`src/rtl/delay_tap_detector.sv`:
```
// Delay tap detector: works out which of four reference-history taps (0..3
// cycles) lines up with an incoming delayed byte stream. It locks onto that
// tap after a run of matches and drops the lock after a run of misses, so a
// downstream tap mux can follow the sel output.
module delay_tap_detector #(
  parameter int WIDTH      = 8,
  parameter int LOCK_COUNT = 8,
  parameter int MISS_LIMIT = 2
) (
  input  logic             clk,
  input  logic             reset,
  input  logic [WIDTH-1:0] d_ref,
  input  logic [WIDTH-1:0] d_dly,
  output logic [1:0]       sel,
  output logic             locked,
  output logic             ambiguous
);

  typedef enum logic [0:0] {
    SEARCH = 1'b0,
    LOCKED = 1'b1
  } state_t;

  // Counter ceilings in the 8-bit counter domain. The miss threshold is one
  // bit wider so that miss_cnt + 1 cannot overflow in the comparison.
  localparam logic [7:0] LOCK_MAX = 8'(LOCK_COUNT);
  localparam logic [8:0] MISS_MAX = 9'(MISS_LIMIT);

  state_t           state_r;
  state_t           state_s;
  logic [WIDTH-1:0] h1_r;
  logic [WIDTH-1:0] h2_r;
  logic [WIDTH-1:0] h3_r;
  logic [1:0]       fill_r;
  logic [1:0]       fill_s;
  logic [7:0]       cnt_r [4];
  logic [7:0]       cnt_s [4];
  logic [7:0]       miss_cnt_r;
  logic [7:0]       miss_cnt_s;
  logic [1:0]       sel_r;
  logic [1:0]       sel_s;
  logic             locked_r;
  logic             locked_s;
  logic             ambiguous_r;
  logic             ambiguous_s;

  logic [WIDTH-1:0] tap_s [4];
  logic [3:0]       match_s;
  logic [3:0]       sat_s;
  logic [2:0]       sat_num_s;
  logic             tap_hit_s;

  // Number of candidates that have reached the lock threshold.
  function automatic logic [2:0] count_ones(input logic [3:0] v);
    logic [2:0] n;
    n = 3'd0;
    for (int i = 0; i < 4; i++) begin
      n = n + {2'b00, v[i]};
    end
    return n;
  endfunction

  // Index of the single saturated candidate; only meaningful for one-hot input.
  function automatic logic [1:0] onehot_index(input logic [3:0] v);
    logic [1:0] idx;
    case (v)
      4'b0001: idx = 2'd0;
      4'b0010: idx = 2'd1;
      4'b0100: idx = 2'd2;
      4'b1000: idx = 2'd3;
      default: idx = 2'd0;
    endcase
    return idx;
  endfunction

  // Tap k presents the reference delayed by k cycles; tap 0 is the live input.
  always_comb begin
    tap_s[0] = d_ref;
    tap_s[1] = h1_r;
    tap_s[2] = h2_r;
    tap_s[3] = h3_r;
  end

  // Per-candidate match (only once the history holds valid data for that tap)
  // and saturation flags, plus the comparison against the locked tap.
  always_comb begin
    match_s = 4'b0000;
    sat_s   = 4'b0000;
    for (int k = 0; k < 4; k++) begin
      match_s[k] = (d_dly == tap_s[k]) && (fill_r >= 2'(k));
      sat_s[k]   = (cnt_r[k] == LOCK_MAX);
    end
    sat_num_s = count_ones(sat_s);
    tap_hit_s = (d_dly == tap_s[sel_r]);
  end

  // Next-state and next-output logic for the SEARCH / LOCKED machine.
  always_comb begin
    state_s     = state_r;
    fill_s      = (fill_r == 2'd3) ? 2'd3 : fill_r + 2'd1;
    miss_cnt_s  = miss_cnt_r;
    sel_s       = sel_r;
    locked_s    = locked_r;
    ambiguous_s = ambiguous_r;
    for (int k = 0; k < 4; k++) begin
      cnt_s[k] = cnt_r[k];
    end

    case (state_r)
      SEARCH: begin
        for (int k = 0; k < 4; k++) begin
          if (match_s[k]) begin
            cnt_s[k] = (cnt_r[k] >= LOCK_MAX) ? LOCK_MAX : cnt_r[k] + 8'd1;
          end else begin
            cnt_s[k] = 8'd0;
          end
        end
        // Decision uses the counters as they stood before this edge.
        if (sat_num_s == 3'd1) begin
          state_s     = LOCKED;
          sel_s       = onehot_index(sat_s);
          locked_s    = 1'b1;
          ambiguous_s = 1'b0;
          miss_cnt_s  = 8'd0;
        end else if (sat_num_s >= 3'd2) begin
          ambiguous_s = 1'b1;
        end else begin
          ambiguous_s = 1'b0;
        end
      end
      LOCKED: begin
        ambiguous_s = 1'b0;
        if (tap_hit_s) begin
          miss_cnt_s = 8'd0;
        end else if (({1'b0, miss_cnt_r} + 9'd1) < MISS_MAX) begin
          miss_cnt_s = miss_cnt_r + 8'd1;
        end else begin
          // Too many misses: go back to searching, keep sel for the mux.
          state_s    = SEARCH;
          locked_s   = 1'b0;
          miss_cnt_s = 8'd0;
          for (int k = 0; k < 4; k++) begin
            cnt_s[k] = 8'd0;
          end
        end
      end
      default: begin
        state_s     = SEARCH;
        locked_s    = 1'b0;
        ambiguous_s = 1'b0;
        miss_cnt_s  = 8'd0;
        for (int k = 0; k < 4; k++) begin
          cnt_s[k] = 8'd0;
        end
      end
    endcase
  end

  // State, history, counters and outputs; synchronous active-high reset.
  always_ff @(posedge clk) begin
    if (reset) begin
      state_r     <= SEARCH;
      h1_r        <= '0;
      h2_r        <= '0;
      h3_r        <= '0;
      fill_r      <= 2'd0;
      miss_cnt_r  <= 8'd0;
      sel_r       <= 2'd0;
      locked_r    <= 1'b0;
      ambiguous_r <= 1'b0;
      for (int k = 0; k < 4; k++) begin
        cnt_r[k] <= 8'd0;
      end
    end else begin
      state_r     <= state_s;
      h1_r        <= d_ref;
      h2_r        <= h1_r;
      h3_r        <= h2_r;
      fill_r      <= fill_s;
      miss_cnt_r  <= miss_cnt_s;
      sel_r       <= sel_s;
      locked_r    <= locked_s;
      ambiguous_r <= ambiguous_s;
      for (int k = 0; k < 4; k++) begin
        cnt_r[k] <= cnt_s[k];
      end
    end
  end

  assign sel       = sel_r;
  assign locked    = locked_r;
  assign ambiguous = ambiguous_r;

endmodule

```
`config.mk`:
```
export PLATFORM = sky130hd
export DESIGN_NAME = delay_tap_detector
export DESIGN_NICKNAME = d
export VERILOG_FILES = /design/src/rtl/delay_tap_detector.sv
export SDC_FILE = /design/constraint.sdc
export NUM_CORES = 1
export LEC_CHECK = 0
export ABC_AREA = 1
export CAP_MARGIN = 20
export CORE_ASPECT_RATIO = 2
export CORE_MARGIN = 10
export CORE_UTILIZATION = 40
export CTS_BUF_LIST = sky130_fd_sc_hd__clkbuf_8
export CTS_CLUSTER_SIZE = 40
export DETAILED_ROUTE_END_ITERATION = 7
export MAX_ROUTING_LAYER = met4
export PLACE_DENSITY = 0.67
export SLEW_MARGIN = 5
export SYNTH_ARGS = -nofsm -noshare
export SYNTH_HDL_FRONTEND = slang
export SYNTH_SLANG_ARGS = --single-unit
```
`constraint.sdc`:
```
create_clock -name clk -period 2.5 [get_ports clk]
set_clock_uncertainty 0.05 [all_clocks]
set_input_delay 0.5 -clock clk [delete_from_list [all_inputs] [get_ports clk]]
set_output_delay 0.5 -clock clk [all_outputs]
set_load 0.05 [all_outputs]
```
==> metrics, run 1 <==
CTS H-tree depth=3; CP max FO=2; RSZ-0062 raised after global routing=yes; total die area=13900 sq um; largest net degree at the start of global routing=30; termination of the worst setup path=sel[1]; area of the multi-input gates=1950 sq um; worst setup path class=reg -> reg; antenna viol nets, final=0; Hold-fix buffers, CTS=0; fin crit period=2.69 ns; failing checks=setup timing; CP Data Required Time=2.70 ns; proportion of netlist area held by the largest area contributor=37.7%; initial core utilization=40.7%; fmax=0.372 GHz; final WL=9.32 mm; Yosys cell types=35; clock buffer depth=2; switching power share of the total=22.8%; Worst Reg-to-Reg Cells=19; antenna fix cells=0; P_sw=0.000573 W; Num CTS Buffers=9; dpl hpwl=6.94 mm; synthesized flop and latch total=71; Mapped Area=3770 sq um; internal power=0.00194 W; synth top area cells=dfxtp_1 38%, nand2_1 12%, inv_1 9.9%; first-pass detailed-route iteration total=4; initial antenna violation count=0; Reg2Reg Setup Slack=-0.19 ns; Post-synth EDFFs=0; register area=1430 sq um; Area Overhead vs Synth=22.8%; HP Class=reg -> reg; power share of the combinational group=7.5%; Syn. warnings=0; Site Rows=50; most frequent cell after synthesis=nand2_1; Post-synth top cells=125 x nand2_1, 99 x inv_1, 71 x dfxtp_1; Critical Path Sink Type=flip-flop; VDD IR max=0.000440 V; Clock Latency Late Sink=0.36 ns; IO buf count=21; P_leak=2.16 nW; reg-to-reg startpoint=cnt_r[0][7]; routed via count=3456; endpoints failing setup=13; Reg clk slew, reported paths=0.08 ns; Die W=88.6 microns; routability cong.=0.913; drt drc=0; Slew HR=65.5%; Mapped Cells=540; global-route wire length before repair=15.8 mm; ys flop type=dfxtp_1; Mean Syn Cell Area=6.98 sq um; Tot Pwr=0.00252 W; measured slew at the worst slew-check pin=0.516 ns; sequential group share of total power=46.2%; register area share after synthesis=37.7%; Setup crit start kind=flip-flop; outcome=finished with violations; CTS tree=built; WP data arrival=2.89 ns; Clock Sinks=71; RR Endpoint=sel[1]; Final Cycle Share=108%; Fillers=922; Final Util=50.0%; nets=621; CP startpoint=cnt_r[0][7]; Synthesized Nets=573; Slew Viols, Final=0; max_cap viols=0; die height=157 microns; Setup WS post-layout=-0.190 ns; P per Cell Area=544 nW/um^2; Async SR Flop Fraction=0%; Core Box Area=9260 sq um; CTS root buffer=clkbuf_8; Total GRT Usage=14.9%; vias per std cell=4.96; clock share of power=46.3%; GR Overflow Total=0; biggest area consumer among synthesized cells=dfxtp_1; num ports=22; Starting DRT DRC Count=185; share of cells above drive strength 1=15.7%; Final Hold Fails=0; Routed WL per cell=13.4 microns; vias in the first global route=3576
## worst min-delay path by stage
stage / from / to / slack (ns) / cells after the start
2_1_floorplan: miss_cnt_r[6] / miss_cnt_r[6] / 0.36 / 2
3_3_place_gp: miss_cnt_r[6] / miss_cnt_r[6] / 0.37 / 2
3_5_place_dp: miss_cnt_r[6] / miss_cnt_r[6] / 0.37 / 2
4_1_cts: miss_cnt_r[6] / miss_cnt_r[6] / 0.38 / 2
5_1_grt: miss_cnt_r[6] / miss_cnt_r[6] / 0.41 / 2
6_report: miss_cnt_r[6] / miss_cnt_r[6] / 0.38 / 2
## flip-flops by register name, indices dropped and copies added, names as in the netlist
signal and flops:
fill_r 2, ambiguous 1, state_r 1, locked 1, h1_r 8, cnt_r 32
miss_cnt_r 8, h2_r 8, h3_r 8, sel 2
## metal layers
metal  up-vias  GRT usage (%)  wire length [microns]
met1      1629           13.4                   3500
met5         -              -                      0
met2        45           27.5                   5200
met4         0           10.4                    451
li1       1756              -                      -
met3        26           1.92                    169
## cells by family (layout without fill, tap and decap cells)
kind of cell / after synthesis / count (layout) / share of synthesized area [%]
AND/OR/NAND/NOR: 278 / 278 / 34.0
buffers and inverters: 120 / 173 / 13.3
flip-flops: 71 / 71 / 37.7
AO/OA/AOI/OAI: 35 / 35 / 4.88
XOR/XNOR: 21 / 21 / 4.88
adder cells (fa/ha/maj): 15 / 15 / 5.18
## power by group through the flow
stage | Sequential (W) | Combinational (W) | Clock [W]
4_1_cts | 0.00116 | 0.000191 | 0.00119
3_3_place_gp | 0.00119 | 0.000186 | 0
5_1_grt | 0.00116 | 0.000213 | 0.00123
2_1_floorplan | 0.00118 | 0.000117 | 0
6_report | 0.00116 | 0.000189 | 0.00117
3_5_place_dp | 0.00119 | 0.000188 | 0
## layout by cell type (no fill, tap or decap), types with 2 or more instances in the layout
cell type and instances:
inv_1 95, buf_4 36, clkdlybuf4s50_1 19, o21ai_1 2, bufinv_16 3, xnor2_1 6, nand2_4 2, nor2_2 2
nand3_2 2, a21oi_1 25, ha_4 2, o21ai_0 4, ha_2 2, nor3_1 6, nor2_1 54, nor4_4 2
nand3b_1 3, or2_2 2, xor2_1 15, dfxtp_1 68, nand2_1 124, clkbuf_8 11, dfxtp_2 3, nand3_1 47
inv_2 4, ha_1 10, nor3_2 5, nor3b_2 4, and3b_1 2, nand2_2 4, nand4_1 11
## what timing repair did
action,CTS,global route
gates resized for setup,13,10
setup endpoints to repair,13,13
pin swaps,0,5
setup buffers,10,0
## metrics by stage
stage	area (sq um)	setup TNS [ns]	hold slack (ns)	std cells	setup WS, ns
3_5_place_dp	4210	-2.29	0.367	671	-0.214
4_1_cts	4590	-0.299	0.380	697	-0.106
5_1_grt	4630	-2.91	0.412	697	-0.321
6_report	4630	-1.03	0.380	697	-0.190
2_1_floorplan	3790	0	0.359	540	0.0169
3_3_place_gp	4210	-1.68	0.366	671	-0.159
## layout make-up
class                           count  area share, %
Clock inverter                      5           2.24
Inverter                          100           8.16
Tap cell                          104           2.81
Sequential cell                    71           30.8
Multi-Input combinational cell    349           42.2
Clock buffer                       11           3.27
Timing Repair Buffer               57           10.5
## critical path, cell delays in order, from the launching register on
cell	delay, ns
dfxtp_2	0.34
nor4_4	0.30
inv_2	0.08
nor4_4	0.29
buf_4	0.17
buf_4	0.09
buf_4	0.09
buf_4	0.09
buf_4	0.10
buf_4	0.09
buf_4	0.09
buf_4	0.09
buf_4	0.09
buf_4	0.09
inv_1	0.07
ha_4	0.18
nand3_4	0.08
nand3_1	0.07
o211ai_1	0.08
inv_1	0.05
No activity file was read; power rests on OpenSTA's default activity.
==> inputs of run 2 (changes only) <==
- TNS_END_PERCENT: default -> 1
==> run 2 against run 1 <==
Effect of this change:
- the flow still finishes with violations (setup timing)
- setup slack better by 0.037 ns
- final cell count down 1.3%
- register-to-register slack better by 0.04 ns
- largest power group is now registers
- sequential cell count unchanged
- sequential power about the same
- global-route usage down 0.36 points
- worst hold slack about the same
==> metrics, run 2 (same netlist as run 1, synthesis figures left out) <==
drt drc=0 (unchanged); WP data arrival=2.85 ns (-0.04 ns); endpoints failing setup=13 (unchanged); RSZ-0062 raised after global routing=yes; global-route wire length before repair=15.4 mm (-2.4%); Hold WS=0.380 ns (+0.000142 ns); Starting DRT DRC Count=175 (-5.4%); antenna fix cells=0 (unchanged); max FFs per register=32 (unchanged); vias per std cell=4.93 (-0.54%); Core Box Area=9260 sq um (unchanged); P_leak=2.11 nW (-2.4%); max_cap viols=0 (unchanged); Setup WS post-layout=-0.153 ns (+0.0371 ns); CTS H-tree depth=3 (unchanged); first-pass detailed-route iteration total=5 (+1); CP max FO=6 (+4); clock buffer depth=2 (unchanged); Slew Viols, Final=0 (unchanged); initial antenna violation count=0 (unchanged); Slew HR=65.5% (about the same); measured slew at the worst slew-check pin=0.516 ns (+0.000000775 ns); IO buf count=21 (unchanged); antenna viol nets, final=0 (unchanged); vias in the first global route=3495 (-2.3%); routed via count=3393 (-1.8%); P per Cell Area=554 nW/um^2 (+1.9%); Hold-fix buffers, CTS=0 (unchanged); dpl hpwl=6.94 mm (unchanged); fmax=0.377 GHz (+1.4%); Site Rows=50 (unchanged); Clock Sinks=71 (unchanged); num ports=22 (unchanged); failing checks=setup timing; die height=157 microns (unchanged); commonest non-fill, non-tap cell in the layout=nand2_1; Reg with most FFs=cnt_r; nets=612 (-1.4%); share of cells above drive strength 1=13.9% (-1.8 points); Area Overhead vs Synth=20.2%; final WL=9.04 mm (-3.0%); Critical Path Sink Type=flip-flop; GR Overflow Total=0 (unchanged); VDD IR max=0.000438 V (-0.31%); worst setup path class=reg -> reg; largest net degree at the start of global routing=30 (unchanged); initial core utilization=40.7% (unchanged); fin crit period=2.65 ns (-0.0371 ns); most frequent cells in the layout=124 x nand2_1, 95 x inv_1, 68 x dfxtp_1; Final Hold Fails=0 (unchanged); outcome=finished with violations; dpl ws=-0.214 ns (unchanged); Routed WL per cell=13.1 microns (-1.7%); Die W=88.6 microns (unchanged); CP Data Required Time=2.70 ns (about the same); Clock Latency Late Sink=0.36 ns (about the same); total die area=13900 sq um (unchanged); HP Class=reg -> reg; Total GRT Usage=14.6% (-0.36 points); Setup crit start kind=flip-flop; CTS tree=built; routability cong.=0.913 (unchanged); CTS root buffer=clkbuf_8; Final Cycle Share=106% (-1.5 points); Reg clk slew, reported paths=0.08 ns (about the same); Num CTS Buffers=9 (unchanged)
run 2: power by group:
| group | switching, W | internal (W) | total [W] |
|---|---|---|---|
| registers | 0.0000132 | 0.00115 | 0.00116 |
| logic | 0.000111 | 0.0000779 | 0.000189 |
| clock network | 0.000442 | 0.000717 | 0.00116 |
| total | 0.000567 | 0.00194 | 0.00251 |
run 2: metrics by stage:
stage                     setup TNS, ns  cell area [sq um]  cells  total power [W]  util (%)
final                            -0.736               4530    688          0.00251      48.9
after global routing              -2.65               4530    688          0.00260      48.9
after CTS                        -0.326               4500    687          0.00254      48.6
after detailed placement          -2.29               4210    671          0.00138      45.4
after global placement            -1.68               4210    671          0.00137      45.4
after floorplan                       0               3790    540          0.00130         -
run 2: critical path, stage by stage, from the launching register on:
cell      delay [ns]
dfxtp_2         0.34
nor4_4          0.30
inv_2           0.08
nor4_4          0.28
fa_1            0.47
ha_2            0.20
inv_2           0.06
ha_4            0.20
nor3_4          0.12
inv_2           0.07
nor2_4          0.14
nand3_1         0.09
o211ai_1        0.08
inv_1           0.05
run 2: layer usage:
metal,track usage (%),share of wire (%),up-vias,wire length [microns]
met4,10.1,5.4,0,490
met5,-,0,-,0
met3,1.86,1.9,26,174
li1,-,-,1739,-
met1,13.2,37,1571,3390
met2,26.8,55,57,4990
run 2: final cells by class:
class	count	area, sq um
clock buffers	11	151
clock inverters	5	104
fillers	934	4730
inverters	100	378
multi-input cells	349	1920
flip-flops and latches	71	1430
well taps	104	130
repair buffers	48	418
run 2: what timing repair did:
item	in CTS	in global routing
endpoints found under the setup margin	13	13
buffers inserted	0	1
pin swaps	0	4
resized for setup	10	8
run 2: final timing paths:
check / slack, ns / depth (start not counted) / start / endpoint
max: -0.15 / 13 / cnt_r[0][7] / sel[1]
min: 0.38 / 2 / miss_cnt_r[6] / miss_cnt_r[6]
max reg2reg: -0.15 / 13 / cnt_r[0][7] / sel[1]
min reg2reg: 0.38 / 2 / miss_cnt_r[6] / miss_cnt_r[6]
==> inputs of run 3 (changes only) <==
==> constraint.sdc (replaced) <==
create_clock -name clk -period 2.5 [get_ports clk]
set_clock_uncertainty 0.05 [all_clocks]
set_input_delay 0.25 -clock clk [delete_from_list [all_inputs] [get_ports clk]]
set_output_delay 0.25 -clock clk [all_outputs]
set_load 0.05 [all_outputs]
==> run 3 against run 2 <==
Effect of this change:
- the flow still finishes with violations (setup timing)
- combinational power hardly changed
- core utilization is 0.99 points lower
- register-to-register slack hardly changed
- design area is 2.0% lower
- sequential cell count stayed put
- clock-buffer cell count is 2 lower
- first-iteration DRC count is 5.1% higher
- global-route usage is 0.46 points lower
- fmax is 0.45% lower
- via count is 0.41% lower
- largest cell class unchanged
- highest routed layer unchanged
==> metrics, run 3 (same netlist as run 1, synthesis figures left out) <==
dpl cells=664 (-1.0%); Clock Sinks=71 (unchanged); sequential group share of total power=49.6% (+3.3 points); share of cells above drive strength 1=12.3% (-1.6 points); antenna fix cells=0 (unchanged); first-pass detailed-route iteration total=5 (unchanged); IO buf count=21 (unchanged); antenna viol nets, final=0 (unchanged); num ports=22 (unchanged); Final Cycle Share=107% (+0.48 points); dpl hpwl=6.88 mm (-0.91%); max FFs per register=32 (unchanged); failing checks=setup timing; largest net degree at the start of global routing=44 (+47%); Setup crit start kind=flip-flop; Site Rows=50 (unchanged); final WL=9.03 mm (-0.12%); commonest non-fill, non-tap cell in the layout=nand2_1; Fillers=938 (+0.43%); total die area=13900 sq um (unchanged); CP max FO=5 (-1); Starting DRT DRC Count=184 (+5.1%); Core Box Area=9260 sq um (unchanged); Total GRT Usage=14.1% (-0.46 points); Clock Latency Late Sink=0.35 ns (about the same); die height=157 microns (unchanged); P_leak=2.05 nW (-2.6%); WP data arrival=2.92 ns (+0.07 ns); dpl ws=-0.198 ns (+0.0155 ns); endpoints failing setup=13 (unchanged); setup TNS=-0.719 ns (+0.0169 ns); CTS root buffer=clkbuf_8; vias per std cell=4.96 (+0.61%); internal power=0.00178 W (-8.5%); GR Overflow Total=0 (unchanged); initial core utilization=40.7% (unchanged); global-route wire length before repair=14.8 mm (-3.8%); Reg with most FFs=cnt_r; worst setup path class=reg -> reg; HP Class=in -> reg; P per Cell Area=528 nW/um^2 (-4.7%); initial antenna violation count=0 (unchanged); routed via count=3379 (-0.41%); CTS tree=built; Num CTS Buffers=9 (unchanged); routability cong.=0.896 (-1.9%); switching power share of the total=24.1% (+1.5 points); fin crit period=2.66 ns (+0.0119 ns); CP Data Required Time=2.75 ns (+0.05 ns); fmax=0.375 GHz (-0.45%); nets=606 (-0.98%); Routed WL per cell=13.3 microns (+0.90%); P_sw=0.000565 W (-0.34%); Final Util=47.9% (-0.99 points); outcome=finished with violations; vias in the first global route=3280 (-6.2%); Die W=88.6 microns (unchanged); Final Hold Fails=0 (unchanged); Setup WS post-layout=-0.165 ns (-0.0119 ns); RSZ-0062 raised after global routing=yes; measured slew at the worst slew-check pin=0.524 ns (+0.00839 ns); Reg2Reg Setup Slack=-0.16 ns (about the same); max_cap viols=0 (unchanged); clock share of power=42.4% (-3.8 points); power share of the combinational group=8.0% (+0.5 points); clock buffer depth=2 (unchanged); Critical Path Sink Type=flip-flop; Reg clk slew, reported paths=0.07 ns (about the same); VDD IR max=0.000517 V (+18%); Area Overhead vs Synth=17.8%; drt drc=0 (unchanged); CTS H-tree depth=3 (unchanged); Slew Viols, Final=0 (unchanged); Cell Count, Final, Fillers Out=681 (-1.0%); most frequent cells in the layout=124 x nand2_1, 95 x inv_1, 69 x dfxtp_1; Slew HR=64.9% (-0.58 points)
[run 3: per-stage QoR]
stage / power (W) / hold WS, ns / cell area, sq um
floorplan: 0.00130 / 0.307 / 3790
global placement: 0.00137 / 0.369 / 4160
detailed placement: 0.00138 / 0.378 / 4160
CTS: 0.00236 / 0.244 / 4390
global route: 0.00242 / 0.276 / 4440
finish: 0.00234 / 0.246 / 4440
[run 3: critical path, cell delays in order (launching register included)]
cell and delay, ns:
dfxtp_2 0.34, nor4_4 0.28, inv_2 0.08, nor4_4 0.23
fa_1 0.45, ha_2 0.20, inv_2 0.07, ha_4 0.20
nor3_4 0.18, inv_2 0.07, nor2_4 0.15, buf_4 0.13
inv_1 0.03, nand2_1 0.05, nand2_1 0.06, inv_1 0.05
[run 3: per-layer routing]
| layer | share of wire [%] | global-route usage (%) |
|---|---|---|
| met1 | 36 | 13.0 |
| met2 | 55 | 25.2 |
| met3 | 3.2 | 2.48 |
| met4 | 5.4 | 9.84 |
| met5 | 0 | - |
[run 3: worst paths after layout]
check                              startpoint       endpoint  cells past startpoint
worst min register to register  miss_cnt_r[4]  miss_cnt_r[4]                      2
worst max-delay path              cnt_r[0][4]        state_r                     15
worst max register to register    cnt_r[0][4]        state_r                     15
worst min-delay path                    reset        h1_r[7]                      2
[run 3: area by class of cell]
cell class / instances / area [sq um] / area share, %
Inverter: 100 / 378 / 8.51
Timing Repair Buffer: 42 / 375 / 8.46
Multi-Input combinational cell: 349 / 1920 / 43.3
Clock inverter: 6 / 86.3 / 1.94
Sequential cell: 71 / 1420 / 32.1
Clock buffer: 9 / 124 / 2.79
Tap cell: 104 / 130 / 2.93
[run 3: timing repair]
action	4_1_cts	5_1_grt
endpoints found under the setup margin	13	13
gates cloned	0	0
hold buffers	0	0
setup buffers	0	2
gates resized for setup	5	10
pin swaps	4	5
[run 3: power groups by stage]
stage	Combinational [W]	Clock, W	Sequential (W)
floorplan	0.000117	0	0.00118
global placement	0.000185	0	0.00119
detailed placement	0.000187	0	0.00119
CTS	0.000189	0.00101	0.00116
global route	0.000209	0.00105	0.00116
finish	0.000188	0.000993	0.00116
